===== src/rtl/seg7_pkg.sv =====
// seg7_pkg: shared constants for the seven-segment display driver.
//   - active-low segment patterns, bit order {g,f,e,d,c,b,a}
//   - conversion FSM state encoding
//   - pow10_m1(n): largest value displayable on n decimal digits
package seg7_pkg;

   localparam logic [6:0] SEG_0     = 7'b1000000;
   localparam logic [6:0] SEG_1     = 7'b1111001;
   localparam logic [6:0] SEG_2     = 7'b0100100;
   localparam logic [6:0] SEG_3     = 7'b0110000;
   localparam logic [6:0] SEG_4     = 7'b0011001;
   localparam logic [6:0] SEG_5     = 7'b0010010;
   localparam logic [6:0] SEG_6     = 7'b0000010;
   localparam logic [6:0] SEG_7     = 7'b1111000;
   localparam logic [6:0] SEG_8     = 7'b0000000;
   localparam logic [6:0] SEG_9     = 7'b0010000;
   localparam logic [6:0] SEG_BLANK = 7'b1111111;
   localparam logic [6:0] SEG_DASH  = 7'b0111111;

   typedef enum logic [1:0] {
      ST_IDLE  = 2'd0,
      ST_SHIFT = 2'd1,
      ST_DONE  = 2'd2
   } state_e;

   // 10^n - 1; only evaluated at elaboration time for the overflow limit
   function automatic int unsigned pow10_m1(input int unsigned n);
      int unsigned p;
      p = 1;
      for (int unsigned i = 0; i < n; i++) p = p * 10;
      return p - 1;
   endfunction

endpackage


===== src/rtl/seg7_digit_enc.sv =====
// seg7_digit_enc: one BCD digit to an active-low seven-segment pattern.
//   bcd   in  4  BCD digit; codes 10-15 are shown blank
//   blank in  1  force the digit dark (leading-zero blanking)
//   seg   out 7  pattern {g,f,e,d,c,b,a}, active low
module seg7_digit_enc
   import seg7_pkg::*;
(
   input  logic [3:0] bcd,
   input  logic       blank,
   output logic [6:0] seg
);

   always_comb begin
      seg = SEG_BLANK;
      if (!blank) begin
         case (bcd)
            4'd0:    seg = SEG_0;
            4'd1:    seg = SEG_1;
            4'd2:    seg = SEG_2;
            4'd3:    seg = SEG_3;
            4'd4:    seg = SEG_4;
            4'd5:    seg = SEG_5;
            4'd6:    seg = SEG_6;
            4'd7:    seg = SEG_7;
            4'd8:    seg = SEG_8;
            4'd9:    seg = SEG_9;
            default: seg = SEG_BLANK;
         endcase
      end
   end

endmodule


===== src/rtl/seg7_bin_display.sv =====
// seg7_bin_display: binary value -> NDIGITS active-low seven-segment digits.
// A load captures value, a shift-add-3 engine converts one bit per cycle, and
// the patterns are registered WIDTH+1 cycles after the load edge.
//   clk   in  1          system clock
//   rst_n in  1          synchronous active-low reset
//   value in  WIDTH      unsigned value to display
//   load  in  1          start conversion (ignored while busy)
//   busy  out 1          conversion in progress
//   valid out 1          one-cycle pulse when seg/ovf are updated
//   ovf   out 1          value did not fit in NDIGITS digits (all dashes)
//   seg   out 7*NDIGITS  digit i (units = 0) at seg[7*i+6:7*i]
module seg7_bin_display
   import seg7_pkg::*;
#(
   parameter int WIDTH    = 8,
   parameter int NDIGITS  = 3,
   parameter bit BLANK_LZ = 1'b1
) (
   input  logic                   clk,
   input  logic                   rst_n,
   input  logic [WIDTH-1:0]       value,
   input  logic                   load,
   output logic                   busy,
   output logic                   valid,
   output logic                   ovf,
   output logic [7*NDIGITS-1:0]   seg
);

   localparam int          CNT_W    = $clog2(WIDTH + 1);
   localparam int          BCD_W    = 4 * NDIGITS;
   localparam int unsigned MAX_DISP = pow10_m1(NDIGITS);

   // Idle display: a single "0" on the units digit, the rest blank or "0"
   function automatic logic [7*NDIGITS-1:0] rst_pattern();
      logic [7*NDIGITS-1:0] p;
      for (int i = 0; i < NDIGITS; i++)
         p[7*i +: 7] = (i == 0 || !BLANK_LZ) ? SEG_0 : SEG_BLANK;
      return p;
   endfunction

   localparam logic [7*NDIGITS-1:0] SEG_RST = rst_pattern();

   state_e               state_q, state_d;
   logic [CNT_W-1:0]     cnt_q, cnt_d;
   logic [WIDTH-1:0]     bin_q, bin_d;
   logic [BCD_W-1:0]     bcd_q, bcd_d;
   logic                 ovf_pend_q, ovf_pend_d;
   logic                 busy_q, busy_d;
   logic                 valid_q, valid_d;
   logic                 ovf_q, ovf_d;
   logic [7*NDIGITS-1:0] seg_q, seg_d;

   logic [BCD_W-1:0]     bcd_adj;
   logic [NDIGITS:0]     lz;       // lz[i]: digits i and above are all zero
   logic [7*NDIGITS-1:0] enc_seg;

   // ---------------- state register ----------------
   always_ff @(posedge clk) begin
      if (!rst_n) begin
         state_q    <= ST_IDLE;
         cnt_q      <= '0;
         bin_q      <= '0;
         bcd_q      <= '0;
         ovf_pend_q <= 1'b0;
         busy_q     <= 1'b0;
         valid_q    <= 1'b0;
         ovf_q      <= 1'b0;
         seg_q      <= SEG_RST;
      end else begin
         state_q    <= state_d;
         cnt_q      <= cnt_d;
         bin_q      <= bin_d;
         bcd_q      <= bcd_d;
         ovf_pend_q <= ovf_pend_d;
         busy_q     <= busy_d;
         valid_q    <= valid_d;
         ovf_q      <= ovf_d;
         seg_q      <= seg_d;
      end
   end

   // ---------------- next state ----------------
   always_comb begin
      state_d = state_q;
      case (state_q)
         ST_IDLE:  if (load) state_d = ST_SHIFT;
         ST_SHIFT: if (cnt_q == '0) state_d = ST_DONE;
         ST_DONE:  state_d = ST_IDLE;
         default:  state_d = ST_IDLE;
      endcase
   end

   // ---------------- datapath / outputs ----------------
   // Add 3 to every nibble >= 5 before the shift so it carries correctly
   always_comb begin
      bcd_adj = bcd_q;
      for (int i = 0; i < NDIGITS; i++)
         if (bcd_q[4*i +: 4] >= 4'd5) bcd_adj[4*i +: 4] = bcd_q[4*i +: 4] + 4'd3;
   end

   always_comb begin
      lz          = '0;
      lz[NDIGITS] = 1'b1;
      for (int i = NDIGITS - 1; i >= 0; i--)
         lz[i] = lz[i+1] & (bcd_q[4*i +: 4] == 4'd0);
   end

   for (genvar g = 0; g < NDIGITS; g++) begin : g_dig
      logic blank_g;
      assign blank_g = BLANK_LZ && (g != 0) && lz[g];
      seg7_digit_enc u_enc (
         .bcd   (bcd_q[4*g +: 4]),
         .blank (blank_g),
         .seg   (enc_seg[7*g +: 7])
      );
   end

   always_comb begin
      cnt_d      = cnt_q;
      bin_d      = bin_q;
      bcd_d      = bcd_q;
      ovf_pend_d = ovf_pend_q;
      ovf_d      = ovf_q;
      seg_d      = seg_q;
      valid_d    = 1'b0;
      case (state_q)
         ST_IDLE: begin
            if (load) begin
               bin_d      = value;
               bcd_d      = '0;
               cnt_d      = CNT_W'(WIDTH - 1);
               // folds to 0 when every WIDTH-bit value fits in NDIGITS
               ovf_pend_d = (32'(value) > MAX_DISP);
            end
         end
         ST_SHIFT: begin
            {bcd_d, bin_d} = {bcd_adj, bin_q} << 1;
            cnt_d          = cnt_q - 1'b1;
         end
         ST_DONE: begin
            ovf_d   = ovf_pend_q;
            valid_d = 1'b1;
            seg_d   = ovf_pend_q ? {NDIGITS{SEG_DASH}} : enc_seg;
         end
         default: ;
      endcase
      busy_d = (state_d != ST_IDLE);
   end

   assign busy  = busy_q;
   assign valid = valid_q;
   assign ovf   = ovf_q;
   assign seg   = seg_q;

endmodule


===== config.mk =====
export PLATFORM = sky130hd
export DESIGN_NAME = seg7_bin_display
export DESIGN_NICKNAME = d
export VERILOG_FILES = /design/src/rtl/seg7_pkg.sv /design/src/rtl/seg7_digit_enc.sv /design/src/rtl/seg7_bin_display.sv
export SDC_FILE = /design/constraint.sdc
export NUM_CORES = 1
export LEC_CHECK = 0
export BUFFER_PORTS_ARGS = -buffer_cell sky130_fd_sc_hd__buf_2
export CAP_MARGIN = 40
export CORE_UTILIZATION = 24
export CTS_CLUSTER_SIZE = 14
export DETAILED_ROUTE_END_ITERATION = 8
export SLEW_MARGIN = 20
export SYNTH_ARGS = -nofsm -noshare
export SYNTH_HDL_FRONTEND = slang
export SYNTH_SLANG_ARGS = --single-unit

===== constraint.sdc =====
create_clock -name clk -period 3.55 [get_ports clk]
set_clock_uncertainty 0.1 [all_clocks]
set_input_delay 0 -clock clk [delete_from_list [all_inputs] [get_ports clk]]
set_output_delay 0 -clock clk [all_outputs]
set_load 0.01 [all_outputs]

==> Word level (Yosys, flattened, before mapping) <==
Memories as Yosys holds them, arrays and structs flattened. A register that Yosys moved wholly into a read port is not among the register bits.
Index checks and enable logic that the tools add are counted.
W data, S select, Z words.
{ "totals": {"register_bits": 49, "romBits": 336, "input_bits": 11, "out_inout_bits": 24, "elab_cells": 48, "memories": 3} }
{ "classes": {"add_sub_neg": 4, "order_cmp": 3, "eq_ne": 3, "n_mux": 19, "bitwise_logic": 1, "reduce_logical": 8} }
{ "memory_table": {"columns": ["name", "depth", "word_bits", "read_ports", "rd_ports_with_merged_regs", "write_ports", "line", "rtl"], "rows": [
  ["(no name shown)", 16, 7, 1, 1, 0, "seg7_digit_enc.sv:16", "case (bcd)"],
  ["(no name shown)", 16, 7, 1, 1, 0, "seg7_digit_enc.sv:16", null],
  ["(no name shown)", 16, 7, 1, 1, 0, "seg7_digit_enc.sv:16", null]
]} }
{ "op_table": {"columns": ["operator", "n"], "rows": [
  ["$mux W4", 7],
  ["$pmux W12 S2", 1],
  ["$pmux W8 S2", 1],
  ["$mux W7", 2],
  ["$ge A4 B3 Y1 const B", 3],
  ["$logic_not A4 Y1", 3],
  ["$mux W12", 1],
  ["$add A4 B2 Y4 const B", 2],
  ["$mux W8", 1],
  ["$pmux W4 S2", 1],
  ["$mux W2", 2],
  ["$pmux W2 S2", 1],
  ["$reduce_bool A2 Y1", 2],
  ["$sub A4 B1 Y4 const B", 1],
  ["$add A3 B2 Y3 const B", 1],
  ["$mux W3", 1],
  ["$eq A2 B1 Y1 const B", 1],
  ["$eq A2 B2 Y1 const B", 1],
  ["$logic_not A2 Y1", 1],
  ["$ne A2 B2 Y1 const B", 1],
  ["$reduce_and A2 Y1", 1],
  ["$and A1 B1 Y1", 1],
  ["$logic_not A1 Y1", 1],
  ["$mux W1", 1]
]} }

==> Depth between registers and ports, before layout <==
Gate-level depths: netlist of the first run.
{ "depth": {"ltp_word": 5, "ltp_mapped": 12, "ltp_nobuf": 11} }

==> Hierarchy <==
From an unflattened synthesis of the first run, not the netlist that was laid out.
{ "unflattened": {"hier_cells": 356, "area_unflattened_um2": 2907.8} }
{ "by_module_without_submodules": {"columns": ["module", "instances", "cells_each", "area_per_inst_um2", "seq_area_each_um2"], "rows": [
  ["seg7_bin_display", 1, 253, 2167.1, 980.9],
  ["seg7_digit_enc (g_dig[1].u_enc ...)", 2, 35, 252.7, 0.0],
  ["seg7_digit_enc (g_dig[0].u_enc)", 1, 33, 235.2, 0.0]
]} }

==> Least setup slack after synthesis of the first run <==
Ideal clock, no wire load.
{ "synth_timing": {"kind": "flip-flop to flip-flop", "from": "register bcd_q[5]", "to": "register (tool-made name)", "setup_ps": 122, "arrival_time_ps": 2392, "required_ps": 3328, "path_slack_ps": 936, "stages_incl_launch_ff": 12, "path_buffers": 0, "synth_period_minus_slack_ps": 2614, "cell_sequence": "dfxtp_1 -> inv_1 -> ha_1 -> nand2b_1 -> a2111oi_0 -> nor3_1 -> nor2_1 -> inv_1 -> ha_1 -> and2_1 -> a22o_1 -> a311o_1"} }
{ "synth_rtl": {"columns": ["element", "line", "rtl"], "rows": [
  ["start: declaration", "seg7_bin_display.sv:46", "logic [BCD_W-1:0] bcd_q, bcd_d;"],
  ["start signal: assignment", "seg7_bin_display.sv:63", "bcd_q <= '0;"],
  ["start signal: assignment", "seg7_bin_display.sv:73", "bcd_q <= bcd_d;"]
]} }

==> metrics.yaml, run 1 <==
layout:
  finalNetCount: 421
  drive_gt1_share_pct: 16.0
  utilization_pct: 30.0
  fill_cells: 1329
  diodes: 0
  seqCellArea_um2: 1260
  multi_input_area_um2: 1670
  area_growth_pct: 21.6
synth:
  ys.flop_type: "dfxtp_1"
  muxShareOfSynthArea_pct: 0.962
  synth_top_area_cell: "dfxtp_1"
  yosysUniqueCellTypes: 60
  netlist_instances: 357
  synthSimpleGateAreaFrac_pct: 17.5
  synthAdderAreaFrac_pct: 8.41
  syn_nets: 389
  ys_ff_latch: 63
  synth_top_family_by_area: "compound AO/OA/AOI/OAI gates"
  synth-compound-area-share_pct: 25.4
  synth.yosys.seq_area_share_pct: 40.4
  synthTopCellsByCount: "63 x dfxtp_1, 28 x a21oi_1, 26 x nand2_1, 26 x nor2_1, 26 x o21ai_0"
  yosys.cell_count.top_type: "dfxtp_1"
  synth_enable_flop_cells: 0
  yosys-top-cells-area: "dfxtp_1 40%, ha_1 8.4%, a21oi_1 4.5%"
  synthDominantCellAreaShare_pct: 40.4
  synth_xor_area_share_pct: 1.12
  syn_area_um2: 3120
  synth-warning-count: 0
  synth-async-reset-ratio_pct: 0
  syn-mean-instance-area_um2: 8.75
critical_path:
  critPathKind: "reg2reg"
  cp.required_ps: 3670
  cp_max_fo: 6
  cp.arrival_ps: 3060
  end_kind: "flip-flop"
  r2r_setup_slack_ps: 610
  critical_path.startpoint_type: "flip-flop"
power_and_ir_drop:
  power_mw: 1.76
  power.leakage_nw: 1.45
  vdd_ir_drop_max_mv: 0.250
  p_per_area_nw_per_um2: 462
die:
  die_h_um: 116
  die_x_um: 116
  start_util_pct: 24.6
  ios: 35
  core_area_um2: 12700
  die-area_um2: 13500
  row_count: 41
sta:
  slew_headroom_pct: 53.1
  worst_pin_slew_ps: 704
  period_minus_slack_ps: 2940
  tns_ps: 0
  rsz0062_at_grt: "no"
  fmax_mhz: 340
  setup_viol_count_final: 0
  finalWorstSetupSlack_ps: 610
  hold_violations: 0
  slew_viol_final: 0
  finalCritPeriodShare_pct: 82.8
route:
  wl_per_cell_um: 12.6
  drt_iter0_drc: 173
  totalWireLength_um: 7130
  antenna_left: 0
  dr.pass1.iters: 4
  dr_total_vias: 2717
  drcViolationCount: 0
  viasPerCell: 4.80
clock_tree:
  cts_made_buffers: 9
  cts_tree: "yes"
  htreeDepth: 3
  cts_resized: 0
  clockBufferDepth: 2
  clk_pin_slew_worst_paths_ps: 60
  cts_root_buf: "clkbuf_16"
  cts_setup_buffers: 0
  numClockSinks: 63
  worstSkewPairLatency_ps: 340
  cts_hold_buf: 8
run_status:
  status: "finished, final reports clean"
global_routing:
  grt_max_degree: 39
  antenna_found_initial: 0
  grt_use_total_pct: 11.2
  grt_pass1_vias: 2466
  grt_overflow: 0
  grt_pass1_wl_um: 11700
placement:
  gp_congestion: 0.812
  io_buffers: 33
  pre_cts_ws_ps: 649
  dp_hpwl_um: 4870
hold_path:
  hold_path_class: "in2reg"
run:
  drv_cap: 0
==> cells by family after synthesis <==
family / count (synthesis)
flops: 63
xor+xnor: 4
mux: 3
fa+ha+maj: 21
compound gates: 117
other cells: 1
simple gates: 105
buf+inv: 43
==> per-stage QoR <==
stage	instance area (um2)	hold slack [ps]	cells
detailed placement	3410	214	542
CTS	3800	36.5	566
global route	3800	57.2	566
global placement	3410	204	542
finish	3800	35.0	566
floorplan	3120	112	357
==> cell usage in the layout (no fill, tap or decap), types with 4 or more instances in the layout <==
cell type and n:
nor2_1 26, dfxtp_1 63, nand2_1 26, nand3_1 4
nand2b_1 7, o21ai_0 26, o22ai_1 15, buf_2 33
and2_1 6, dlygate4sd3_1 8, a31oi_1 5, a211oi_1 4
clkbuf_16 9, nor3_1 15, a21o_1 5, ha_1 21
o211ai_1 5, a21oi_1 28, inv_1 18
==> path summary, 6_finish.rpt <==
kind	from	to	cells past startpoint
setup / recovery	bcd_q[5]$_SDFFE_PN0N_	flip-flop	11
hold / removal	load	bin_q[0]$_SDFFE_PN0N_	4
setup reg to reg	bcd_q[5]$_SDFFE_PN0N_	flip-flop	11
hold reg to reg	flip-flop	seg[12]$_SDFFE_PN1P_	2
==> critical path, cell delays in order (launching register included) <==
cell and delay [ps]:
dfxtp_1 410, inv_1 110, ha_1 200, nand2b_1 200, a2111oi_0 420, nor3_1 170
nor2_1 220, inv_1 120, ha_1 230, and2_1 140, a22o_1 210, a311o_1 280
==> layout make-up <==
class | instances | area share [%]
clock buffer | 9 | 5.93
clock inverter | 7 | 2.11
inverter | 20 | 1.98
multi-input combinational | 251 | 44.1
sequential | 63 | 33.2
tap | 172 | 5.67
timing repair buffer | 44 | 7.05
==> routing by layer <==
layer	track usage (%)	share of wire [%]	vias up
li1	-	-	1354
met1	14.6	46	1285
met2	17.1	46	68
met3	3.77	6.2	10
met4	4.19	1.4	0
met5	0	0	-
==> where the power goes <==
group          switching (mW)  leakage [nW]  internal [mW]
Clock                   0.339         0.143          0.550
Sequential             0.0167         0.512          0.729
Combinational          0.0759         0.797         0.0464
Total                   0.431          1.45           1.32
Note: power is estimated with default switching activity, not from simulation.
==> run 2, diff against run 1 <==
Clock period 3.55 ns to 2.85 ns, I/O delays scaled along.
==> metrics.yaml, run 2 (synthesis gave the netlist of run 1 again) <==
run_status:
  status: "finished, final reports clean"
placement:
  place_inst: 553  # +2.0%
  dp_hpwl_um: 4970  # +2.1%
  gp_congestion: 0.810  # -0.31%
  io_buffers: 33  # unchanged
clock_tree:
  htreeDepth: 3  # unchanged
  worstSkewPairLatency_ps: 330  # about the same
  numClockSinks: 63  # unchanged
  cts_root_buf: "clkbuf_16"
  cts_tree: "yes"
  clockBufferDepth: 2  # unchanged
  cts_made_buffers: 9  # unchanged
  clk_pin_slew_worst_paths_ps: 60  # about the same
route:
  dr_total_vias: 2693  # -0.88%
  antenna_left: 0  # unchanged
  viasPerCell: 4.66  # -2.9%
  drt_iter0_drc: 184  # +6.4%
  drcViolationCount: 0  # unchanged
  dr.pass1.iters: 4  # unchanged
  totalWireLength_um: 7250  # +1.8%
  wl_per_cell_um: 12.6  # -0.36%
global_routing:
  grt_use_total_pct: 11.4  # +0.23 points
  grt_pass1_wl_um: 12200  # +4.2%
  grt_overflow: 0  # unchanged
  antenna_found_initial: 0  # unchanged
  grt_pass1_vias: 2519  # +2.1%
  grt_max_degree: 24  # -38%
sta:
  setup_viol_count_final: 0  # unchanged
  finalCritPeriodShare_pct: 93.2  # +10 points
  period_minus_slack_ps: 2660  # -285 ps
  slew_viol_final: 0  # unchanged
  hold_slack_ps: 51.7  # +16.7 ps
  rsz0062_at_grt: "no"
  slew_headroom_pct: 56.4  # +3.4 points
  hold_violations: 0  # unchanged
  worst_pin_slew_ps: 650  # -54.3 ps
  fmax_mhz: 377  # +11%
  tns_ps: 0  # unchanged
layout:
  area_growth_pct: 25.7
  finalNetCount: 433  # +2.9%
  drive_gt1_share_pct: 19.2  # +3.2 points
  instances_no_fill: 578  # +2.1%
  diodes: 0  # unchanged
  final_cell_mix: "62 x dfxtp_1, 33 x buf_2, 28 x a21oi_1"
  layout_commonest_cell: "dfxtp_1"
die:
  ios: 35  # unchanged
  die_x_um: 116  # unchanged
  start_util_pct: 24.6  # unchanged
  row_count: 41  # unchanged
  die_h_um: 116  # unchanged
  core_area_um2: 12700  # unchanged
  die-area_um2: 13500  # unchanged
critical_path:
  r2r_setup_slack_ps: 190  # -410 ps
  critical_path.startpoint_type: "flip-flop"
  cp.required_ps: 2960  # -710 ps
  cp_max_fo: 6  # unchanged
  critPathKind: "reg2reg"
  r2r_cells: 11  # unchanged
  rr_startpoint: "bcd_q[5]$_SDFFE_PN0N_"
  end_kind: "flip-flop"
  crit_start: "bcd_q[5]$_SDFFE_PN0N_"
  cp.arrival_ps: 2770  # -290 ps
power_and_ir_drop:
  power.leakage_nw: 1.53  # +5.6%
  p_per_area_nw_per_um2: 584  # +26%
  vdd_ir_drop_max_mv: 0.261  # +4.6%
  power_mw: 2.29  # +31%
hold_path:
  hold_path_class: "in2reg"
  min_to: "bin_q[0]$_SDFFE_PN0N_"
  holdPathStages: 4  # unchanged
  min-delay-start: "load"
run:
  drv_cap: 0  # unchanged
==> run 2: repair_timing <==
action | in CTS | in global routing
buffers inserted | 0 | 0
resized for setup | 0 | 5
hold endpoints to repair | 12 | 0
hold buffers | 9 | 0
setup endpoints to repair | 0 | 4
==> run 2: how the worst max path moves through the flow <==
stage	end	slack (ps)
final	flip-flop	190
after global routing	flip-flop	30
after CTS	flip-flop	2
after detailed placement	flip-flop	40
after global placement	flip-flop	180
after floorplan	flip-flop	240
==> run 2: metal layers <==
layer,track usage (%),wire (um)
met5,0,0
met4,3.25,23
met3,3.14,308
met2,18.5,3370
met1,14.8,3550
==> run 2: power breakdown <==
group	internal (mW)	switching (mW)
clock	0.777	0.422
sequential	0.907	0.0178
combinational	0.0674	0.102
total	1.75	0.541
==> run 2: layout make-up <==
class / count / area [um2]
well taps: 172 / 215
flip-flops and latches: 63 / 1260
clock buffers: 9 / 225
repair buffers: 56 / 360
multi-input cells: 251 / 1680
clock inverters: 7 / 104
fillers: 1327 / 8740
inverters: 20 / 75.1
==> run 2: per-stage QoR <==
step | util (%) | instance area [um2] | setup WS, ps
final | 31.0 | 3930 | 195
after global routing | 31.0 | 3930 | 33.5
after CTS | 30.9 | 3910 | 1.51
after detailed placement | 27.6 | 3490 | 41.8
after global placement | 27.6 | 3490 | 175
after floorplan | - | 3120 | 236
==> run 2: worst max-delay path, cell delays in order (launching register included) <==
cell and delay [ps]:
dfxtp_2 370, inv_1 90, ha_1 190, nand2b_1 220
a2111oi_2 370, nor3_2 120, nor2_1 140, inv_1 100
ha_1 220, and2_1 140, a22o_1 210, a311o_1 270
==> run 3, diff against run 2 <==
Settings changed: SLEW_MARGIN 20 to not set.
Clock period 2.85 ns to 2.3 ns, I/O delays scaled along.
==> metrics.yaml, run 3 (synthesis gave the netlist of run 1 again) <==
run_status:
  status: "finished, final reports clean"
critical_path:
  end_kind: "flip-flop"
  critPathKind: "reg2reg"
  rr_startpoint: "bcd_q[5]$_SDFFE_PN0N_"
  cp.arrival_ps: 2360  # -410 ps
  cp.required_ps: 2410  # -550 ps
  crit_start: "bcd_q[5]$_SDFFE_PN0N_"
  critical_path.startpoint_type: "flip-flop"
  cp_max_fo: 4  # -2
  r2r_setup_slack_ps: 50  # -140 ps
clock_tree:
  numClockSinks: 63  # unchanged
  clk_pin_slew_worst_paths_ps: 50  # about the same
  cts_root_buf: "clkbuf_16"
  htreeDepth: 3  # unchanged
  cts_tree: "yes"
  cts_made_buffers: 9  # unchanged
  worstSkewPairLatency_ps: 320  # about the same
  clockBufferDepth: 2  # unchanged
layout:
  final_cell_mix: "56 x dfxtp_1, 42 x buf_4, 33 x buf_2"
  instances_no_fill: 604  # +4.5%
  diodes: 0  # unchanged
  fill_cells: 1307  # -1.5%
  layout_commonest_cell: "dfxtp_1"
  fin_area_um2: 4280  # +9.1%
  finalNetCount: 460  # +6.2%
  utilization_pct: 33.8  # +2.8 points
  seqCellArea_um2: 1270  # +0.99%
  drive_gt1_share_pct: 30.1  # +11 points
  multi_input_area_um2: 1850  # +9.7%
  area_growth_pct: 37.2
sta:
  worst_pin_slew_ps: 620  # -29.5 ps
  hold_slack_ps: 79.8  # +28.1 ps
  hold_violations: 0  # unchanged
  fmax_mhz: 445  # +18%
  period_minus_slack_ps: 2250  # -407 ps
  setup_viol_count_final: 0  # unchanged
  finalWorstSetupSlack_ps: 51.7  # -143 ps
  rsz0062_at_grt: "yes"
  finalCritPeriodShare_pct: 97.8  # +4.6 points
  slew_viol_final: 0  # unchanged
  tns_ps: 0  # unchanged
  slew_headroom_pct: 58.5  # +2.0 points
die:
  die_x_um: 116  # unchanged
  die-area_um2: 13500  # unchanged
  start_util_pct: 24.6  # unchanged
  ios: 35  # unchanged
  row_count: 41  # unchanged
  core_area_um2: 12700  # unchanged
  die_h_um: 116  # unchanged
power_and_ir_drop:
  power.leakage_nw: 1.69  # +10%
  vdd_ir_drop_max_mv: 0.344  # +32%
  p_per_area_nw_per_um2: 648  # +11%
  power_mw: 2.78  # +21%
global_routing:
  grt_pass1_wl_um: 13000  # +6.8%
  grt_use_total_pct: 12.4  # +0.99 points
  grt_pass1_vias: 2720  # +8.0%
  grt_overflow: 0  # unchanged
  antenna_found_initial: 0  # unchanged
  grt_max_degree: 36  # +50%
route:
  dr.pass1.iters: 4  # unchanged
  dr_wl_met3_um: 265  # -14%
  wl_per_cell_um: 13.3  # +6.3%
  drcViolationCount: 0  # unchanged
  drt_iter0_drc: 177  # -3.8%
  totalWireLength_um: 8060  # +11%
  wl_met1_um: 3830  # +7.9%
  dr_total_vias: 2856  # +6.1%
  met2_length_um: 3880  # +15%
  top_layer_used: "met4"
  viasPerCell: 4.73  # +1.5%
  antenna_left: 0  # unchanged
placement:
  dp_hpwl_um: 5570  # +12%
  pre_cts_ws_ps: -60.0  # -102 ps
  io_buffers: 33  # unchanged
  dpl_cell_area_um2: 3740  # +7.1%
  place_inst: 577  # +4.3%
  gp_congestion: 0.858  # +5.9%
hold_path:
  hold_path_class: "in2reg"
  min-delay-start: "load"
run:
  drv_cap: 0  # unchanged
[run 3: cell count changes in the layout (fill, tap and decap cells not counted), moves of 3 or more]
cell,delta
dfxtp_1,-6
ha_2,+3
dfxtp_2,+4
ha_1,-5
buf_4,+28
inv_6,-3
[run 3: layout make-up]
| cell class | count | share of cell area [%] |
|---|---|---|
| Multi-Input combinational cell | 251 | 43.1 |
| Sequential cell | 63 | 29.8 |
| Timing Repair Buffer | 83 | 13.1 |
| Clock buffer | 12 | 6.25 |
| Tap cell | 172 | 5.02 |
| Inverter | 20 | 1.81 |
| Clock inverter | 3 | 0.935 |
[run 3: repair_timing]
| action | 4_1_cts | 5_1_grt |
|---|---|---|
| hold endpoints to repair | 8 | 0 |
| setup buffers | 0 | 5 |
| pin swaps | 1 | 4 |
| hold buffers | 8 | 0 |
| gates cloned | 0 | 0 |
| setup endpoints to repair | 6 | 13 |
| gates resized for setup | 6 | 24 |
[run 3: path summary, 6_finish.rpt]
kind | to | cells after the start
worst min register to register | seg[13]$_SDFFE_PN1P_ | 2
worst max register to register | flip-flop | 11
worst min-delay path | bin_q[0]$_SDFFE_PN0N_ | 4
worst max-delay path | flip-flop | 11
[run 3: metal layers]
layer | track usage (%) | up-vias
li1 | - | 1430
met4 | 3.85 | 0
met3 | 3.29 | 9
met1 | 15.6 | 1372
met5 | 0 | -
met2 | 20.6 | 45
[run 3: worst max-delay path: stages, from the launching register on]
cell and delay, ps:
dfxtp_4 350, inv_4 50, ha_4 150, nand2b_4 150, a2111oi_4 300, nor3_2 90
nor2_2 110, inv_1 70, ha_2 170, and2_4 130, a22o_1 190, a311o_1 270
[run 3: where the power goes]
| part | internal, mW | switching [mW] | total [mW] | leakage [nW] |
|---|---|---|---|---|
| clock | 0.924 | 0.469 | 1.39 | 0.154 |
| combinational | 0.0988 | 0.138 | 0.237 | 1.02 |
| sequential | 1.12 | 0.0228 | 1.15 | 0.516 |
